**src/rtl/alu_arbiter_if.sv**
```systemverilog
// Requester-side channel of the shared ALU arbiter: an operation request with
// valid/ready, plus the matching result response with valid/ready.
interface alu_req_if #(parameter int XLEN = 32);
    logic            valid;
    logic            ready;
    logic [XLEN-1:0] a;
    logic [XLEN-1:0] b;
    logic [1:0]      aluop;
    logic [2:0]      funct3;
    logic [6:0]      funct7;
    logic [4:0]      shamt;
    logic            rsp_valid;
    logic            rsp_ready;
    logic [XLEN-1:0] rsp_result;
    logic            rsp_zero;
    logic            rsp_less;

    modport master (
        output valid, a, b, aluop, funct3, funct7, shamt, rsp_ready,
        input  ready, rsp_valid, rsp_result, rsp_zero, rsp_less
    );

    modport slave (
        input  valid, a, b, aluop, funct3, funct7, shamt, rsp_ready,
        output ready, rsp_valid, rsp_result, rsp_zero, rsp_less
    );
endinterface

```
**src/rtl/alu_arbiter.sv**
```systemverilog
// Two-requester arbiter in front of one shared combinational ALU:
// grant, register operands, capture the ALU result, return it with valid/ready.
module alu_arbiter #(
    parameter int XLEN       = 32,
    parameter int FIXED_PRIO = 0,
    parameter int CNT_W      = 16
) (
    input  logic             clk,
    input  logic             rst_n,
    alu_req_if.slave         req0,
    alu_req_if.slave         req1,
    output logic [XLEN-1:0]  alu_a,
    output logic [XLEN-1:0]  alu_b,
    output logic [1:0]       alu_aluop,
    output logic [2:0]       alu_funct3,
    output logic [6:0]       alu_funct7,
    output logic [4:0]       alu_shamt,
    input  logic [XLEN-1:0]  alu_result,
    input  logic             alu_zero,
    input  logic             alu_less,
    output logic             busy,
    output logic             grant_id,
    output logic [CNT_W-1:0] op_count
);
    typedef enum logic [1:0] {IDLE = 2'd0, EXEC = 2'd1, RESP = 2'd2} state_t;

    typedef struct packed {
        logic [XLEN-1:0] a;
        logic [XLEN-1:0] b;
        logic [1:0]      aluop;
        logic [2:0]      funct3;
        logic [6:0]      funct7;
        logic [4:0]      shamt;
    } op_t;

    typedef struct packed {
        logic [XLEN-1:0] result;
        logic            zero;
        logic            less;
    } rsp_t;

    state_t     state_q, state_d;
    op_t        op_q, op0, op1;
    rsp_t       rsp_q;
    logic       last_grant;
    logic       gnt, accept, done, rsp_rdy;
    logic [1:0] vld, rdy;

    assign op0 = {req0.a, req0.b, req0.aluop, req0.funct3, req0.funct7, req0.shamt};
    assign op1 = {req1.a, req1.b, req1.aluop, req1.funct3, req1.funct7, req1.shamt};
    assign vld = {req1.valid, req0.valid};
    assign rsp_rdy = grant_id ? req1.rsp_ready : req0.rsp_ready;

    always_comb begin
        state_d = state_q;
        gnt     = 1'b0;
        rdy     = 2'b00;
        accept  = 1'b0;
        done    = 1'b0;
        case (state_q)
            IDLE: begin
                // Ready is suppressed while reset is held so nothing handshakes into a reset edge.
                if (rst_n && (vld != 2'b00)) begin
                    if (vld == 2'b01)          gnt = 1'b0;
                    else if (vld == 2'b10)     gnt = 1'b1;
                    else if (FIXED_PRIO != 0)  gnt = 1'b0;
                    else                       gnt = ~last_grant;
                    rdy     = gnt ? 2'b10 : 2'b01;
                    accept  = 1'b1;
                    state_d = EXEC;
                end
            end
            EXEC: state_d = RESP;
            RESP: begin
                if (rsp_rdy) begin
                    done    = 1'b1;
                    state_d = IDLE;
                end
            end
            default: state_d = IDLE;
        endcase
    end

    always_ff @(posedge clk) begin
        if (!rst_n) begin
            state_q    <= IDLE;
            op_q       <= '0;
            rsp_q      <= '0;
            grant_id   <= 1'b0;
            last_grant <= 1'b1;
            op_count   <= '0;
        end else begin
            state_q <= state_d;
            if (accept) begin
                op_q       <= gnt ? op1 : op0;
                grant_id   <= gnt;
                last_grant <= gnt;
            end
            if (state_q == EXEC)
                rsp_q <= {alu_result, alu_zero, alu_less};
            if (done && (op_count != '1))
                op_count <= op_count + 1'b1;
        end
    end

    assign {alu_a, alu_b, alu_aluop, alu_funct3, alu_funct7, alu_shamt} = op_q;
    assign busy = (state_q != IDLE);

    assign req0.ready      = rdy[0];
    assign req1.ready      = rdy[1];
    assign req0.rsp_valid  = (state_q == RESP) && !grant_id;
    assign req1.rsp_valid  = (state_q == RESP) &&  grant_id;
    assign req0.rsp_result = rsp_q.result;
    assign req0.rsp_zero   = rsp_q.zero;
    assign req0.rsp_less   = rsp_q.less;
    assign req1.rsp_result = rsp_q.result;
    assign req1.rsp_zero   = rsp_q.zero;
    assign req1.rsp_less   = rsp_q.less;
endmodule
```
**src/flat_wrapper.sv**
```systemverilog
// flat-port wrapper written by rule: the top's interface ports become plain ports
module alu_arbiter_flat 
#(
    parameter int XLEN       = 32,
    parameter int FIXED_PRIO = 0,
    parameter int CNT_W      = 16
)
  (clk, rst_n, alu_a, alu_b, alu_aluop, alu_funct3, alu_funct7, alu_shamt, alu_result, alu_zero, alu_less, busy, grant_id, op_count, req0_valid, req0_a, req0_b, req0_aluop, req0_funct3, req0_funct7, req0_shamt, req0_rsp_ready, req0_ready, req0_rsp_valid, req0_rsp_result, req0_rsp_zero, req0_rsp_less, req1_valid, req1_a, req1_b, req1_aluop, req1_funct3, req1_funct7, req1_shamt, req1_rsp_ready, req1_ready, req1_rsp_valid, req1_rsp_result, req1_rsp_zero, req1_rsp_less);
  alu_req_if #(.XLEN(XLEN)) req0_i ();
  alu_req_if #(.XLEN(XLEN)) req1_i ();
  input  logic clk;
  input  logic rst_n;
  output logic [XLEN-1:0] alu_a;
  output logic [XLEN-1:0] alu_b;
  output logic [1:0] alu_aluop;
  output logic [2:0] alu_funct3;
  output logic [6:0] alu_funct7;
  output logic [4:0] alu_shamt;
  input  logic [XLEN-1:0] alu_result;
  input  logic alu_zero;
  input  logic alu_less;
  output logic busy;
  output logic grant_id;
  output logic [CNT_W-1:0] op_count;
  input wire logic [$bits(req0_i.valid)-1:0] req0_valid;
  input wire logic [$bits(req0_i.a)-1:0] req0_a;
  input wire logic [$bits(req0_i.b)-1:0] req0_b;
  input wire logic [$bits(req0_i.aluop)-1:0] req0_aluop;
  input wire logic [$bits(req0_i.funct3)-1:0] req0_funct3;
  input wire logic [$bits(req0_i.funct7)-1:0] req0_funct7;
  input wire logic [$bits(req0_i.shamt)-1:0] req0_shamt;
  input wire logic [$bits(req0_i.rsp_ready)-1:0] req0_rsp_ready;
  output wire logic [$bits(req0_i.ready)-1:0] req0_ready;
  output wire logic [$bits(req0_i.rsp_valid)-1:0] req0_rsp_valid;
  output wire logic [$bits(req0_i.rsp_result)-1:0] req0_rsp_result;
  output wire logic [$bits(req0_i.rsp_zero)-1:0] req0_rsp_zero;
  output wire logic [$bits(req0_i.rsp_less)-1:0] req0_rsp_less;
  input wire logic [$bits(req1_i.valid)-1:0] req1_valid;
  input wire logic [$bits(req1_i.a)-1:0] req1_a;
  input wire logic [$bits(req1_i.b)-1:0] req1_b;
  input wire logic [$bits(req1_i.aluop)-1:0] req1_aluop;
  input wire logic [$bits(req1_i.funct3)-1:0] req1_funct3;
  input wire logic [$bits(req1_i.funct7)-1:0] req1_funct7;
  input wire logic [$bits(req1_i.shamt)-1:0] req1_shamt;
  input wire logic [$bits(req1_i.rsp_ready)-1:0] req1_rsp_ready;
  output wire logic [$bits(req1_i.ready)-1:0] req1_ready;
  output wire logic [$bits(req1_i.rsp_valid)-1:0] req1_rsp_valid;
  output wire logic [$bits(req1_i.rsp_result)-1:0] req1_rsp_result;
  output wire logic [$bits(req1_i.rsp_zero)-1:0] req1_rsp_zero;
  output wire logic [$bits(req1_i.rsp_less)-1:0] req1_rsp_less;
  assign req0_i.valid = req0_valid;
  assign req0_i.a = req0_a;
  assign req0_i.b = req0_b;
  assign req0_i.aluop = req0_aluop;
  assign req0_i.funct3 = req0_funct3;
  assign req0_i.funct7 = req0_funct7;
  assign req0_i.shamt = req0_shamt;
  assign req0_i.rsp_ready = req0_rsp_ready;
  assign req0_ready = req0_i.ready;
  assign req0_rsp_valid = req0_i.rsp_valid;
  assign req0_rsp_result = req0_i.rsp_result;
  assign req0_rsp_zero = req0_i.rsp_zero;
  assign req0_rsp_less = req0_i.rsp_less;
  assign req1_i.valid = req1_valid;
  assign req1_i.a = req1_a;
  assign req1_i.b = req1_b;
  assign req1_i.aluop = req1_aluop;
  assign req1_i.funct3 = req1_funct3;
  assign req1_i.funct7 = req1_funct7;
  assign req1_i.shamt = req1_shamt;
  assign req1_i.rsp_ready = req1_rsp_ready;
  assign req1_ready = req1_i.ready;
  assign req1_rsp_valid = req1_i.rsp_valid;
  assign req1_rsp_result = req1_i.rsp_result;
  assign req1_rsp_zero = req1_i.rsp_zero;
  assign req1_rsp_less = req1_i.rsp_less;
  alu_arbiter #(.XLEN(XLEN), .FIXED_PRIO(FIXED_PRIO), .CNT_W(CNT_W)) u_core (.clk(clk), .rst_n(rst_n), .req0(req0_i), .req1(req1_i), .alu_a(alu_a), .alu_b(alu_b), .alu_aluop(alu_aluop), .alu_funct3(alu_funct3), .alu_funct7(alu_funct7), .alu_shamt(alu_shamt), .alu_result(alu_result), .alu_zero(alu_zero), .alu_less(alu_less), .busy(busy), .grant_id(grant_id), .op_count(op_count));
endmodule
```
**config.mk**
```make
export PLATFORM = sky130hd
export DESIGN_NAME = alu_arbiter_flat
export DESIGN_NICKNAME = d
export VERILOG_FILES = /design/src/rtl/alu_arbiter_if.sv /design/src/rtl/alu_arbiter.sv /design/src/flat_wrapper.sv
export SDC_FILE = /design/constraint.sdc
export NUM_CORES = 1
export LEC_CHECK = 0
export CAP_MARGIN = 20
export CORE_AREA = 2 2 143 145
export DETAILED_ROUTE_END_ITERATION = 12
export DIE_AREA = 0 0 145 147
export GPL_ROUTABILITY_DRIVEN = 0
export GPL_TIMING_DRIVEN = 0
export PLACE_DENSITY = 0.72
export SLEW_MARGIN = 20
export SYNTH_ARGS = -nofsm -noshare
export SYNTH_HDL_FRONTEND = slang
export SYNTH_SLANG_ARGS = --single-unit
```
**constraint.sdc**
```tcl
create_clock -name clk -period 2.35 [get_ports clk]
set_input_delay 0.3525 -clock clk [delete_from_list [all_inputs] [get_ports clk]]
set_output_delay 0.3525 -clock clk [all_outputs]
set_load 0.02 [all_outputs]
```
==> run summary <==
The tree is rooted in a sky130_fd_sc_hd__clkbuf_16. The logs give 2 for the worst-case clock buffer depth and 0.00778 ns for the worst clock skew. For the required time reported for the critical path endpoint, the log shows 2.00 ns. Of all cell types, the one taking the most synthesized area is sky130_fd_sc_hd__dfxtp_1. The most used flip-flop cell after synthesis is sky130_fd_sc_hd__dfxtp_1. Ranked by total cell area, the synthesized netlist is headed by sky130_fd_sc_hd__dfxtp_1 (45%), sky130_fd_sc_hd__mux2i_1 (14%), sky130_fd_sc_hd__a211oi_1 (10%), sky130_fd_sc_hd__nor2_1 (5.5%), sky130_fd_sc_hd__buf_4 (5.1%). The sequential area share after synthesis came out at 0.448. Setup violations remaining at the end of the flow were counted as 0. For the total iterations of the first detailed-routing run, the log shows 4. The fraction of synthesized cell area in xor and xnor cells came out at 0. At the pin with the least slew margin, the transition time is 0.876 ns. VDD sags by at most 0.000449 V. In this run the remaining antenna-violating nets after routing total 0. The tools report the hold violation count in the final report as 0. The die is 147 um tall. The run gives 1263 as the net count reported at finish. Wires add up to 22.7 mm. The met2 usage in global routing is 0.383, and the synthesized area per cell is 9.05 sq um. The worst setup slack after layout is 0.132 ns, and the worst-skew pair later-pin latency is 0.41 ns. The post-placement cell count was 1309.

The layout overhead on the synthesized area is 78.8%, and the final non-filler cell area is 10800 sq um. Data arrives at the worst endpoint at 1.87 ns. The number of synthesized flops with an enable pin came out at 0.

The total global routing track utilization is 0.212. Setup repair after global routing left no endpoint under its margin. The sequential cells in the finished layout cover a total of 2710 sq um.

The fraction of the mapped netlist area in simple logic gates came out at 0.166. The compound-cell area share of the yosys netlist was 0.154; the sum of net half-perimeters after detailed placement was 17.7 mm. The die width was 145 um.

The count of pins over their slew limit is 0, and the number of DRC violations after detailed routing is 0. The multiplexer fraction of the synthesized cell area came out at 0.143. Along the worst path, the maximum fanout reaches 10.

The average via count per standard cell is 4.65. The tools report the met1 demand-to-capacity share in global routing as 0.237. The fraction of post-synthesis cell area in the top cell type by area works out to 0.448.

The tools report the nature of the critical path startpoint as a flop. Counting I/O delays and the setup requirement, the final critical path takes 2.22 ns. Total overflow reported by the global router: 0. The number of global-route vias before repair came out at 6254.

The tools report the total of hold buffers inserted after clock tree synthesis as 0. The number of top-level pins was 373. Static timing analysis puts the maximum clock frequency at 451 MHz.

The tools report the nature of the critical path endpoint as an output pin. The flow ran to the end, and the final reports show no timing, DRC or antenna violations. After synthesis, the largest family of logic cells by area is simple AND/OR/NAND/NOR gates. The number of antenna violations at the first check in global routing was 0; the multi-input gate area in the final layout was 2830 sq um. The count of buffers added on input and output ports is 372.

When the netlist entered floorplanning its net count stood at 870. The worst-case headroom to the max-slew limit is 0.416. The share of layout cells above drive strength 1 is 0.0960, and the number of fill cells is 1827. The synthesis-stage register bit count was 135. The initial cell density of the core came out at 0.304. OpenSTA, run right after detailed placement, puts the worst setup slack at -0.708 ns. Clock tree synthesis found a total of 135 sinks. The first-pass GRT wire length is 35.3 mm, and the distinct cell type count of the synthesized netlist is 42.

The die covers 21300 sq um. Summing all placed instances gives a cell area of 10100 sq um. The routed layout has 6239 vias. The clock-pin transition on the worst setup and hold timing paths works out to 0.06 ns. The clock tree synthesis step divided the H-tree into 4 levels. The min-delay analysis places its worst path in the category in -> reg. TritonCTS built the clock tree.

For this design the static power due to leakage is 4.28 nW. The total area inside the core boundary comes to 19800 sq um. The number of DRC markers in iteration 0 is 216, and the synthesized area is 6030 sq um. The period utilization came out at 0.944. Max-cap violations in this run came to 0.

In this run the core area contains 52 standard-cell rows. The share of synthesized flip-flops with an asynchronous set or reset came out at 0. The tools report the number of non-filler instances in the completed layout as 1343.

The post-synthesis adder-cell area fraction is 0.00373. The layer flagged by global routing as most heavily used is met2. Power spread over the standard cell area amounts to 696 nW/um^2. Summed over all failing endpoints, the final setup total negative slack is 0 ns. Counting the buffers created by CTS gives 17.

The worst setup path is of the reg -> out kind. For this run, the number of Yosys warnings is 0. The tools report the routing usage on met3 as 0.0724. For the total inserted antenna cells, the log shows 0. The count of mapped cells out of synthesis was 667; the largest net degree at the start of global routing was 17. The wire length per cell was 16.9 um.
==> where the power goes <==
| part | internal, mW | switching (mW) |
|---|---|---|
| logic | 0.970 | 0.888 |
| clock network | 2.03 | 1.03 |
| registers | 2.48 | 0.117 |
==> registers in the layout (all words and copies together) (netlist names) <==
signal,count
u_core.req0.rsp_less,1
u_core.grant_id,1
u_core.alu_b,32
u_core.op_count,16
u_core.alu_funct3,3
u_core.alu_aluop,2
u_core.alu_a,32
u_core.req0.rsp_result,32
u_core.alu_shamt,5
u_core.last_grant,1
u_core.req0.rsp_zero,1
u_core.state_q,2
u_core.alu_funct7,7
==> layout by cell type, fill, tap and decap left out, drive strengths merged, types with 3 or more instances in the layout <==
cell type	Yosys	layout
nor2	89	89
mux2i	85	85
nand4	5	5
and3	3	3
and4	4	4
o31ai	4	4
nand2	75	75
or4	4	4
bufinv	0	6
a21oi	45	45
nand2b	6	6
o21ai	8	8
clkbuf	24	45
dfxtp	135	135
clkdlybuf4s50	0	369
or3	6	6
inv	4	6
buf	61	65
nand3	7	7
a211oi	81	81
==> synth_stat cells, types with 2 or more instances <==
| library cell | instances |
|---|---|
| sky130_fd_sc_hd__buf_2 | 17 |
| sky130_fd_sc_hd__dfxtp_1 | 135 |
| sky130_fd_sc_hd__nand3_1 | 7 |
| sky130_fd_sc_hd__nand2b_1 | 6 |
| sky130_fd_sc_hd__inv_1 | 4 |
| sky130_fd_sc_hd__a21oi_1 | 45 |
| sky130_fd_sc_hd__nand4_1 | 3 |
| sky130_fd_sc_hd__nand2_1 | 74 |
| sky130_fd_sc_hd__and2_1 | 2 |
| sky130_fd_sc_hd__and4_1 | 3 |
| sky130_fd_sc_hd__buf_1 | 3 |
| sky130_fd_sc_hd__or3_1 | 6 |
| sky130_fd_sc_hd__or4_1 | 4 |
| sky130_fd_sc_hd__nor2b_1 | 2 |
| sky130_fd_sc_hd__o31ai_1 | 4 |
| sky130_fd_sc_hd__clkbuf_1 | 24 |
| sky130_fd_sc_hd__nor2_1 | 89 |
| sky130_fd_sc_hd__a211oi_1 | 81 |
| sky130_fd_sc_hd__o21ai_0 | 7 |
| sky130_fd_sc_hd__buf_4 | 41 |
| sky130_fd_sc_hd__o41ai_1 | 2 |
| sky130_fd_sc_hd__nor4_1 | 2 |
| sky130_fd_sc_hd__and3_1 | 3 |
| sky130_fd_sc_hd__mux2i_1 | 85 |
==> logic make-up after synthesis <==
kind of cell	count (synthesis)
AO/OA/AOI/OAI	141
adder cells (fa/ha/maj)	2
buffers and inverters	89
flip-flops	135
multiplexers	86
AND/OR/NAND/NOR	214
==> area by class of cell <==
type / count / area share
Timing Repair Buffer: 375 / 0.347
Multi-Input combinational cell: 443 / 0.262
Sequential cell: 135 / 0.251
Buffer: 84 / 0.0460
Clock buffer: 21 / 0.0417
Tap cell: 270 / 0.0313
Clock inverter: 11 / 0.0203
Inverter: 4 / 0.00139
==> stage by stage <==
step,power [mW],util,hold slack [ns]
final,7.51,0.544,0.304
after detailed placement,4.51,0.509,0.467
after CTS,7.59,0.544,0.467
after global routing,7.83,0.544,0.310
after global placement,4.49,0.509,0.460
after floorplan,3.51,-,0.476
==> metal layers <==
metal / routed length, um / vias up
met3: 1790 / 29
met5: 0 / -
li1: - / 3107
met2: 11500 / 261
met4: 468 / 0
met1: 8990 / 2842
==> worst max-delay path, cell delays in order, from the launching register on <==
cell and delay (ns):
sky130_fd_sc_hd__dfxtp_2 0.36, sky130_fd_sc_hd__or2_4 0.27, sky130_fd_sc_hd__nor3_4 0.22, sky130_fd_sc_hd__buf_6 0.17
sky130_fd_sc_hd__buf_6 0.15, sky130_fd_sc_hd__nor2b_1 0.14, sky130_fd_sc_hd__buf_4 0.15
==> what timing repair did <==
action,in CTS,in global routing
buffers inserted,3,0
pin swaps,1,1
endpoints found under the hold margin,0,0
setup endpoints to repair,2,1
gates resized for setup,13,2
==> worst paths after layout <==
check | from | endpoint | slack [ns] | cells past startpoint
worst max-delay path | u_core.state_q[1] | req1_ready | 0.13 | 6
worst min-delay path | rst_n | u_core.op_count[15] | 0.30 | 3
worst max register to register | u_core.state_q[1] | u_core.alu_a[29] | 0.48 | 6
worst min register to register | u_core.req0.rsp_result[2] | u_core.req0.rsp_result[2] | 0.48 | 2
Note: power is estimated with default switching activity, not from simulation.
